--- src/rtl/trigger_counter_pkg.sv ---
`default_nettype none
// ============================================================================
// trigger_counter_pkg : shared state type and default lengths
// Rev 1.0
// ============================================================================
package trigger_counter_pkg;

  typedef enum logic [1:0] {
    ST_IDLE  = 2'd0,
    ST_COUNT = 2'd1,
    ST_DONE  = 2'd2
  } state_e;

  localparam int COUNT0_DEF = 5;
  localparam int COUNT1_DEF = 10;

  function automatic int max_int(input int a, input int b);
    return (a > b) ? a : b;
  endfunction

endpackage
`default_nettype wire

--- src/rtl/down_up_cnt.sv ---
`default_nettype none
// ============================================================================
// down_up_cnt : loadable up/down counter with clear, enable and terminal compare
// Rev 1.0
// ============================================================================
module down_up_cnt #(
  parameter int W = 4
) (
  input  logic         clk,
  input  logic         reset,
  input  logic         clr_i,
  input  logic         load_i,
  input  logic [W-1:0] load_val_i,
  input  logic         en_i,
  input  logic         up_i,
  input  logic [W-1:0] term_val_i,
  output logic         term_o
);

  logic [W-1:0] cnt_q;
  logic [W-1:0] cnt_d;

  // Clear beats load beats count.
  always_comb begin
    cnt_d = cnt_q;
    if (clr_i) begin
      cnt_d = '0;
    end else if (load_i) begin
      cnt_d = load_val_i;
    end else if (en_i) begin
      cnt_d = up_i ? (cnt_q + W'(1)) : (cnt_q - W'(1));
    end
  end

  always_ff @(posedge clk) begin
    if (!reset) begin
      cnt_q <= '0;
    end else begin
      cnt_q <= cnt_d;
    end
  end

  assign term_o = (cnt_q == term_val_i);

endmodule
`default_nettype wire

--- src/rtl/trigger_counter.sv ---
`default_nettype none
// ============================================================================
// trigger_counter : single-shot trigger-started counter, one-cycle cf pulse
// Rev 1.0
// ============================================================================
module trigger_counter
  import trigger_counter_pkg::*;
#(
  parameter int COUNT0 = COUNT0_DEF,
  parameter int COUNT1 = COUNT1_DEF
) (
  input  logic clk,
  input  logic reset,
  input  logic tr,
  input  logic mode,
  output logic cf
);

  localparam int              C_CNT_W = $clog2(max_int(COUNT0, COUNT1) + 1);
  localparam logic [C_CNT_W-1:0] C_LEN0 = C_CNT_W'(COUNT0);
  localparam logic [C_CNT_W-1:0] C_LEN1 = C_CNT_W'(COUNT1);
  localparam logic [C_CNT_W-1:0] C_ONE  = C_CNT_W'(1);

  generate
    if (COUNT0 < 2) begin : g_count0_invalid
      $error("trigger_counter: COUNT0 must be >= 2");
    end
    if (COUNT1 < 2) begin : g_count1_invalid
      $error("trigger_counter: COUNT1 must be >= 2");
    end
  endgenerate

  state_e               state_q, state_d;
  logic [C_CNT_W-1:0]   lim_q, lim_d;
  logic                 cf_q, cf_d;

  logic                 w_cnt_clr;
  logic                 w_cnt_load;
  logic                 w_cnt_en;
  logic                 w_cnt_term;
  logic [C_CNT_W-1:0]   w_term_val;

  // Counter starts at 1 on the accepting edge, so lim-1 is the last COUNT value.
  assign w_term_val = lim_q - C_ONE;

  down_up_cnt #(
    .W (C_CNT_W)
  ) u_cnt (
    .clk        (clk),
    .reset      (reset),
    .clr_i      (w_cnt_clr),
    .load_i     (w_cnt_load),
    .load_val_i (C_ONE),
    .en_i       (w_cnt_en),
    .up_i       (1'b1),
    .term_val_i (w_term_val),
    .term_o     (w_cnt_term)
  );

  always_comb begin
    state_d    = state_q;
    lim_d      = lim_q;
    w_cnt_clr  = 1'b0;
    w_cnt_load = 1'b0;
    w_cnt_en   = 1'b0;
    case (state_q)
      ST_IDLE: begin
        if (tr) begin
          w_cnt_load = 1'b1;
          lim_d      = mode ? C_LEN1 : C_LEN0;
          state_d    = ST_COUNT;
        end else begin
          w_cnt_clr  = 1'b1;
        end
      end
      ST_COUNT: begin
        if (w_cnt_term) begin
          state_d  = ST_DONE;
        end else begin
          w_cnt_en = 1'b1;
        end
      end
      ST_DONE: begin
        w_cnt_clr = 1'b1;
        state_d   = ST_IDLE;
      end
      default: begin
        w_cnt_clr = 1'b1;
        state_d   = ST_IDLE;
      end
    endcase
  end

  // cf follows DONE by one register so it rises N edges after the trigger.
  assign cf_d = (state_q == ST_DONE);

  always_ff @(posedge clk) begin
    if (!reset) begin
      state_q <= ST_IDLE;
      lim_q   <= C_LEN0;
      cf_q    <= 1'b0;
    end else begin
      state_q <= state_d;
      lim_q   <= lim_d;
      cf_q    <= cf_d;
    end
  end

  assign cf = cf_q;

endmodule
`default_nettype wire

--- config.mk ---
export PLATFORM = sky130hd
export DESIGN_NAME = trigger_counter
export DESIGN_NICKNAME = d
export VERILOG_FILES = /design/src/rtl/trigger_counter_pkg.sv /design/src/rtl/down_up_cnt.sv /design/src/rtl/trigger_counter.sv
export SDC_FILE = /design/constraint.sdc
export NUM_CORES = 1
export LEC_CHECK = 0
export BUFFER_PORTS_ARGS = -buffer_cell sky130_fd_sc_hd__buf_4
export CORE_AREA = 2 2 39 41
export CTS_CLUSTER_SIZE = 25
export DETAILED_ROUTE_END_ITERATION = 12
export DIE_AREA = 0 0 41 43
export GPL_TIMING_DRIVEN = 1
export HOLD_SLACK_MARGIN = 0.02
export REMOVE_ABC_BUFFERS = 1
export SETUP_SLACK_MARGIN = 0.2
export SLEW_MARGIN = 20
export SYNTH_ARGS = -nofsm -noshare
export SYNTH_HDL_FRONTEND = slang
export SYNTH_SLANG_ARGS = --single-unit
--- constraint.sdc ---
create_clock -name clk -period 2 [get_ports clk]
set_input_delay 0 -clock clk [delete_from_list [all_inputs] [get_ports clk]]
set_output_delay 0 -clock clk [all_outputs]
set_load 0.005 [all_outputs]
==> impl_metrics.ini, run 1 <==
[routing]
wl_per_cell_um = 10.5
vias = 343
vias_per_cell = 4.70
drtAntennaViolNets = 0
drc = 0
drt_iter0_markers = 0
finalWirelength_um = 770
dr.pass1.iters = 1

[logic_synthesis]
yosysWarnings = 0
synth_top_area_share = 0.411
synthTopCellsByArea = dfxtp_1 41%, ha_1 8.6%, xor2_1 6.0%, nand2_1 4.3%, nor2b_1 4.3%
syn_area_um2 = 438
synth-seq-cells = 9
syn_avg_cell_area_um2 = 9.52
syn_inst = 46
synth_top_area_cell = dfxtp_1
ys_seq_area_frac = 0.411
yosys.cell_types.count = 24

[job]
drv_cap = 0

[placement]
placed_cells = 67
dp_hpwl_um = 549
portBuffers = 4
gp_congestion = 0.669

[grt]
grt_pass1_wl_um = 1370
grt_usage = 0.123
grt_overflow_total = 0
grt_max_degree = 9
grt_pass1_vias = 355
antenna_found_initial = 0

[floorplan]
fp.coreArea_mm2 = 0.00138
std_cell_rows = 14
die_width_um = 41
die_y_um = 43
die_area_mm2 = 0.00176
boundaryPins = 5
initial_core_util = 0.316

[sta]
setup_viol = 0
drv_slew = 0
finalCritPeriodShare = 0.780
tns_ns = 0
rsz0062_at_grt = false
max_slew.worst_pin.slew_ns = 0.361
max_clock_freq_mhz = 641
period_needed_ns = 1.56
hold_viol = 0
max_slew_margin = 0.759
final.setup_skew_ns = 0.000993

[critical_path]
rrSetupSlack_ns = 0.44
crit_path_end = u_cnt.cnt_q[3]$_SDFFE_PP0P_
path_max_fanout = 4
critPathKind = register to register
cp-end-kind = register
critical_path.startpoint = lim_q[2]$_SDFFE_PN1P_
r2r_start = lim_q[2]$_SDFFE_PN1P_
cp_data_required_time_ns = 2.15
worst_setup_path_start_kind = register
r2r_end = u_cnt.cnt_q[3]$_SDFFE_PP0P_
worstPathArrival_ns = 1.71
r2r_cells = 6

[layout]
drive_gt1_frac = 0.175
layout.cells.non_filler = 73
nets = 65
final_common_cell = dfxtp_1
final_util = 0.392
most-common-layout-cells = 9 x dfxtp_1, 5 x nand2_1, 5 x buf_4
area_delta_synth_final_pct = 23.7
diodes = 0

[power]
ir_drop_v = 0.000321
p_switching_uw = 92.0
power_density_mw_per_mm2 = 698
combPwrFrac = 0.112
p_clk_frac = 0.369
p_sw_frac = 0.243
seq_power_share = 0.519
p_int_uw = 286
power_leakage_uw = 0.000245

[clocking]
cts_setup_buffers = 0
cts_sinks = 9
cts_made_buffers = 3
cts_resized = 0
clk_path_buf_depth = 2
clkLatencyLatePin_ns = 0.26
cts_tree = yes
cts_htree_levels = 1
clockRootBuffer = clkbuf_4
cts-hold-fix-buffers = 2
clk_pin_slew_ns = 0.06

[run_status]
status = complete, no violations

[min_path]
hold_path_class = primary input to register
min_from = tr
[layer usage]
| layer | global-route usage | vias to the layer above | routed length, um |
|---|---|---|---|
| met5 | 0 | - | 0 |
| met4 | 0.140 | 0 | 44 |
| met3 | 0.0314 | 4 | 22 |
| met2 | 0.172 | 6 | 356 |
| met1 | 0.129 | 152 | 345 |
| li1 | - | 181 | - |
[power groups by stage]
stage | Combinational (uW) | Clock (uW) | Sequential, uW
floorplan | 29.1 | 0 | 197
global placement | 38.3 | 0 | 200
detailed placement | 38.7 | 0 | 200
CTS | 42.8 | 144 | 196
global route | 49.0 | 156 | 197
finish | 42.2 | 140 | 196
[critical path, stage by stage, from the launching register on]
cell	delay [ns]
dfxtp_1	0.39
inv_1	0.06
ha_1	0.30
xnor2_1	0.17
nand4_2	0.10
nand4_1	0.11
mux2_1	0.32
[Yosys cell counts]
library cell  count
inv_1             2
nand2b_1          1
a21boi_0          1
a21oi_2           1
xnor2_1           1
ha_1              3
nor2_1            4
nand4_2           1
a21oi_1           1
nor3b_1           1
nand3_1           1
mux2_1            1
dfxtp_1           9
xor2_1            3
nand3b_1          1
nand2_1           5
nand4b_1          1
nand4_1           1
o21ai_0           1
nor2b_1           3
o211ai_1          1
a21bo_1           1
mux2i_1           1
and3_1            1
[how the worst min path moves through the flow]
stage / to / slack, ns / cells past startpoint
final: lim_q[1]$_SDFFE_PN0P_ / 0.19 / 4
after global routing: lim_q[1]$_SDFFE_PN0P_ / 0.22 / 4
after CTS: lim_q[1]$_SDFFE_PN0P_ / 0.19 / 4
after detailed placement: lim_q[2]$_SDFFE_PN1P_ / 0.19 / 2
after global placement: lim_q[2]$_SDFFE_PN1P_ / 0.19 / 2
after floorplan: lim_q[2]$_SDFFE_PN1P_ / 0.06 / 1
[final cells by class]
class                           instances  area [um2]
Clock buffer                            4        26.3
Fill cell                             146         842
Inverter                                2        7.51
Multi-Input combinational cell         35         250
Sequential cell                         9         180
Tap cell                               16        20.0
Timing Repair Buffer                    7        57.6
[cell families (layout without fill, tap and decap cells)]
group / Yosys count / after routing / synth area share
buf+inv: 2 / 13 / 0.0171
flops: 9 / 9 / 0.411
fa+ha+maj: 3 / 3 / 0.0857
mux: 2 / 2 / 0.0486
xor+xnor: 4 / 4 / 0.0800
compound gates: 6 / 6 / 0.100
simple gates: 20 / 20 / 0.257
[sequential cells by signal, indices dropped and copies added, names as in the netlist]
signal and cells:
cf 1, lim_q 2, state_q 2, u_cnt.cnt_q 4
[through the flow]
step,power [uW],instance area (um2),setup WS [ns],hold slack (ns)
after global placement,238,495,0.467,0.192
after detailed placement,239,495,0.430,0.192
after CTS,383,542,0.423,0.186
after global routing,402,542,0.336,0.221
final,378,542,0.439,0.188
after floorplan,227,438,0.393,0.0619
No activity file was read; power rests on OpenSTA's default activity.
==> run 2, diff against run 1 <==
clock period = 1.4 ns   (was 2 ns; I/O delays follow)
==> run 2 against run 1 <==
  * The run now ends with negative setup slack left
  * Sequential share of layout area fell by 3.6 points
  * Register-to-register slack got worse by 0.44 ns
  * First-iteration DRC count rose by 2
  * Combinational power rose by 110%
  * Final cell count rose by 2.7%
  * Hold slack got worse by 0.0024 ns
  * Power rose by 48%
  * Die area did not move
  * Critical path type unchanged
  * Critical endpoint unchanged
  * Largest cell class unchanged
  * Largest power group unchanged
==> impl_metrics.ini, run 2 (synthesized netlist as in run 1, its figures left out) <==
[sta]
setup_slack_ns = -0.00123
max_clock_freq_mhz = 714
rsz0062_at_grt = true
drv_slew = 0
final.setup_skew_ns = 0.00462
setup_viol = 1
max_slew.worst_pin.slew_ns = 0.328
period_needed_ns = 1.40
finalCritPeriodShare = 1.00
max_slew_margin = 0.781
hold_viol = 0

[power]
ir_drop_v = 0.000364
p_clk_frac = 0.345
p_int_uw = 425
power_density_mw_per_mm2 = 898
combPwrFrac = 0.158
power_leakage_uw = 0.000262
p_sw_frac = 0.243
seq_power_share = 0.497
p_switching_uw = 136

[routing]
finalWirelength_um = 824
dr.pass1.iters = 3
vias_per_cell = 4.71
drtAntennaViolNets = 0
drc = 0
wl_per_cell_um = 11.0
drt_iter0_markers = 2
vias = 353

[critical_path]
path_max_fanout = 2
r2r_start = lim_q[2]$_SDFFE_PN1P_
worstPathArrival_ns = 1.55
cp-end-kind = register
worst_setup_path_start_kind = register
critical_path.startpoint = lim_q[2]$_SDFFE_PN1P_
crit_path_end = u_cnt.cnt_q[3]$_SDFFE_PP0P_
max_stage_delay_ns = 0.34
r2r_end = u_cnt.cnt_q[3]$_SDFFE_PP0P_
rrSetupSlack_ns = -0.001
cp_cell_sequence = inv_2 > ha_4 > xnor2_2 > nand4_2 > nand4_1 > mux2_4
cp_data_required_time_ns = 1.55
cp_slowest_cell = dfxtp_2
critPathKind = register to register
r2r_cells = 6

[clocking]
clk_path_buf_depth = 2
clkLatencyLatePin_ns = 0.25
cts_sinks = 9
cts_tree = yes
clk_pin_slew_ns = 0.06
cts_made_buffers = 3
cts_htree_levels = 1
clockRootBuffer = clkbuf_4

[layout]
layout.cells.non_filler = 75
stdcell_area_um2 = 624
final_common_cell = dfxtp_1
max_flop_register = u_cnt.cnt_q
largest_register_ffs = 4
most-common-layout-cells = 7 x dfxtp_1, 5 x nand2_1, 5 x buf_4
fillCellCount = 138
nets = 67
drive_gt1_frac = 0.390
diodes = 0
regArea_um2 = 185
reg_top3 = u_cnt.cnt_q x4, lim_q x2, state_q x2
area_delta_synth_final_pct = 42.6
multi_input_area_um2 = 305

[floorplan]
die_area_mm2 = 0.00176
initial_core_util = 0.316
std_cell_rows = 14
fp.coreArea_mm2 = 0.00138
die_width_um = 41
die_y_um = 43
boundaryPins = 5

[placement]
placed_area_um2 = 510
dp_hpwl_um = 557
gp_congestion = 0.728
placed_cells = 69
portBuffers = 4

[grt]
grt_pass1_vias = 382
grt_overflow_total = 0
grt_max_degree = 9
grt_pass1_wl_um = 1390
grt_usage = 0.120
antenna_found_initial = 0

[run_status]
status = finished with violations
failed_checks = negative setup slack

[job]
drv_cap = 0

[min_path]
hold_path_class = primary input to register
-- run 2: cell types whose count changed in the layout (fill, tap and decap cells not counted), sizes merged --
cell	change
buf	+2
-- run 2: layer usage --
metal / vias to the layer above / track usage / wire [um]
met3: 2 / 0.0314 / 16
met5: - / 0 / 0
met2: 4 / 0.197 / 421
li1: 184 / - / -
met1: 163 / 0.114 / 367
met4: 0 / 0.100 / 19
-- run 2: stage by stage --
stage / utilization / hold WS, ns / TNS, ns / total power, uW / worst slack, ns
finish: 0.451 / 0.185 / -0.00123 / 561 / -0.00123
global route: 0.451 / 0.189 / -0.0804 / 597 / -0.0603
CTS: 0.430 / 0.168 / -0.0464 / 566 / -0.0327
detailed placement: 0.369 / 0.194 / -0.202 / 348 / -0.0850
global placement: 0.369 / 0.196 / -0.112 / 347 / -0.0591
floorplan: - / 0.0619 / -0.234 / 324 / -0.207
-- run 2: final cells by class --
type / count / share of cell area
multi-input combinational: 35 / 0.489
sequential: 9 / 0.297
timing repair buffer: 9 / 0.128
clock buffer: 4 / 0.0421
tap: 16 / 0.0321
inverter: 2 / 0.0120
-- run 2: what timing repair did --
action,in CTS,in global routing
buffers inserted,0,0
hold buffers,2,0
pin swaps,4,7
endpoints found under the hold margin,3,0
setup endpoints to repair,6,6
gates cloned,0,0
resized for setup,8,8
-- run 2: power by group through the flow --
stage	Combinational [uW]	Clock, uW	Sequential [uW]
global route	98.5	219	280
CTS	84.6	203	279
finish	88.7	193	279
global placement	65.0	0	282
floorplan	41.6	0	282
detailed placement	66.5	0	282
-- run 2: how the worst min path moves through the flow --
stage                                   to  cells past startpoint  start
3_3_place_gp         lim_q[2]$_SDFFE_PN1P_                      2  reset
5_1_grt            state_q[0]$_SDFFE_PN0P_                      4     tr
2_1_floorplan        lim_q[2]$_SDFFE_PN1P_                      1  reset
3_5_place_dp         lim_q[2]$_SDFFE_PN1P_                      2  reset
4_1_cts        u_cnt.cnt_q[0]$_SDFFE_PP0P_                      4     tr
6_report       u_cnt.cnt_q[0]$_SDFFE_PP0P_                      4     tr
-- run 2: critical path, delay by kind of cell (launching register included) --
kind          cells  cell delay (ns)
buf+inv           1             0.05
flops             1             0.34
mux               1             0.30
simple gates      2             0.24
fa+ha+maj         1             0.26
xor+xnor          1             0.10
==> run 3, diff against run 2 <==
SETUP_SLACK_MARGIN = default   (was 0.2)
==> run 3 against run 2 <==
  * The flow now finishes without violations
  * Clock-buffer cell count stayed put
  * Core utilization is 0.81 points lower
  * Sequential share of layout area is 0.54 points higher
  * Non-clock buffer count stayed put
  * Combinational power is 3.5% lower
  * Power is 0.68% lower
  * Hold slack worse by 0.018 ns
  * First-iteration DRC count is 50% higher
  * Sequential power hardly changed
==> impl_metrics.ini, run 3 (synthesized netlist as in run 1, its figures left out) <==
[grt]
grt_usage = 0.121
grt_pass1_wl_um = 1400
gr-max-usage-layer = met2
grt.met1_usage = 0.114
antenna_found_initial = 0
grt_pass1_vias = 387
use_met2 = 0.200
grtUsageMet3 = 0.0314
grt_max_degree = 9
grt_overflow_total = 0

[critical_path]
rrSetupSlack_ns = 0.005
path_max_fanout = 2
cp_cell_sequence = inv_2 > ha_4 > xnor2_2 > nand4_2 > nand4_1 > mux2_4
r2r_end = u_cnt.cnt_q[3]$_SDFFE_PP0P_
critPathKind = register to register
critical_path.startpoint = lim_q[2]$_SDFFE_PN1P_
crit_path_end = u_cnt.cnt_q[3]$_SDFFE_PP0P_
r2r_cells = 6
worstPathArrival_ns = 1.54
worst_setup_path_start_kind = register
cp_data_required_time_ns = 1.55
max_stage_delay_ns = 0.34
cp-end-kind = register
r2r_start = lim_q[2]$_SDFFE_PN1P_
cp_slowest_cell = dfxtp_2

[clocking]
clk_pin_slew_ns = 0.06
clockRootBuffer = clkbuf_4
cts_made_buffers = 3
cts_setup_buffers = 0
clk_path_buf_depth = 2
cts_htree_levels = 1
cts_sinks = 9
clkLatencyLatePin_ns = 0.25
cts_tree = yes

[routing]
dr.pass1.iters = 3
vias_per_cell = 4.73
wl_per_cell_um = 10.8
drtAntennaViolNets = 0
finalWirelength_um = 813
vias = 355
drc = 0
drt_iter0_markers = 3

[job]
drv_cap = 0

[floorplan]
boundaryPins = 5
die_width_um = 41
fp.coreArea_mm2 = 0.00138
die_area_mm2 = 0.00176
die_y_um = 43
initial_core_util = 0.316
std_cell_rows = 14

[sta]
max_slew_margin = 0.779
hold_viol = 0
setup_slack_ns = 0.00514
final.setup_skew_ns = 0.00498
max_clock_freq_mhz = 717
hold_slack_ns = 0.167
finalCritPeriodShare = 0.996
period_needed_ns = 1.39
max_slew.worst_pin.slew_ns = 0.331
setup_viol = 0
drv_slew = 0
rsz0062_at_grt = true

[layout]
final_util = 0.443
drive_gt1_frac = 0.356
nets = 67
largest_register_ffs = 4
max_flop_register = u_cnt.cnt_q
diodes = 0
area_delta_synth_final_pct = 40.0
layout.cells.non_filler = 75
most-common-layout-cells = 7 x dfxtp_1, 5 x nand2_1, 5 x buf_4
stdcell_area_um2 = 613
final_common_cell = dfxtp_1
reg_top3 = u_cnt.cnt_q x4, lim_q x2, state_q x2

[placement]
pre_cts_ws_ns = -0.0850
placed_area_um2 = 510
placed_cells = 69
dp_hpwl_um = 557
gp_congestion = 0.728
portBuffers = 4

[power]
ir_drop_v = 0.000362
power_density_mw_per_mm2 = 909
power_leakage_uw = 0.000262

[run_status]
status = complete, no violations

[min_path]
hold_path_class = primary input to register
==> run 3: what timing repair did <==
action / in CTS / in global routing
hold endpoints to repair: 3 / 0
hold buffers: 2 / 0
gates resized for setup: 8 / 5
endpoints found under the setup margin: 5 / 5
pin swaps: 4 / 5
==> run 3: worst min path at each step <==
stage,to,slack [ns],from,depth (start not counted)
after floorplan,lim_q[2]$_SDFFE_PN1P_,0.06,reset,1
after global placement,lim_q[2]$_SDFFE_PN1P_,0.20,reset,2
after detailed placement,lim_q[2]$_SDFFE_PN1P_,0.19,reset,2
after CTS,u_cnt.cnt_q[0]$_SDFFE_PP0P_,0.17,tr,4
after global routing,u_cnt.cnt_q[0]$_SDFFE_PP0P_,0.19,tr,4
final,u_cnt.cnt_q[0]$_SDFFE_PP0P_,0.17,tr,4
==> run 3: layer usage <==
metal	vias to the layer above	routed length, um
met2	4	423
met1	165	353
met3	2	16
met5	-	0
met4	0	19
li1	184	-
==> run 3: area by class of cell <==
cell class              count  area [um2]
clock buffers               4        26.3
fillers                   141         771
inverters                   2        7.51
multi-input cells          35         294
flip-flops and latches      9         185
well taps                  16        20.0
repair buffers              9        80.1
==> run 3: power by group <==
| group | internal (uW) | total [uW] | leakage, uW | switching, uW |
|---|---|---|---|---|
| clock network | 109 | 193 | 0.0000150 | 83.8 |
| logic | 48.3 | 85.6 | 0.000173 | 37.4 |
| registers | 266 | 278 | 0.0000738 | 12.2 |
| total | 424 | 557 | 0.000262 | 133 |
==> run 3: stage by stage <==
| stage | total power, uW | TNS [ns] |
|---|---|---|
| global placement | 347 | -0.112 |
| detailed placement | 348 | -0.202 |
| CTS | 566 | -0.0464 |
| floorplan | 324 | -0.234 |
| global route | 595 | -0.0517 |
| finish | 557 | 0 |
==> run 3: critical path: cells and delay by family (launching register included) <==
family / cells / cell delay (ns)
DFF: 1 / 0.34
muxes: 1 / 0.30
adders and majority gates: 1 / 0.26
and+or+nand+nor: 2 / 0.24
xor gates and xnor gates: 1 / 0.10
buffers and inverters: 1 / 0.05
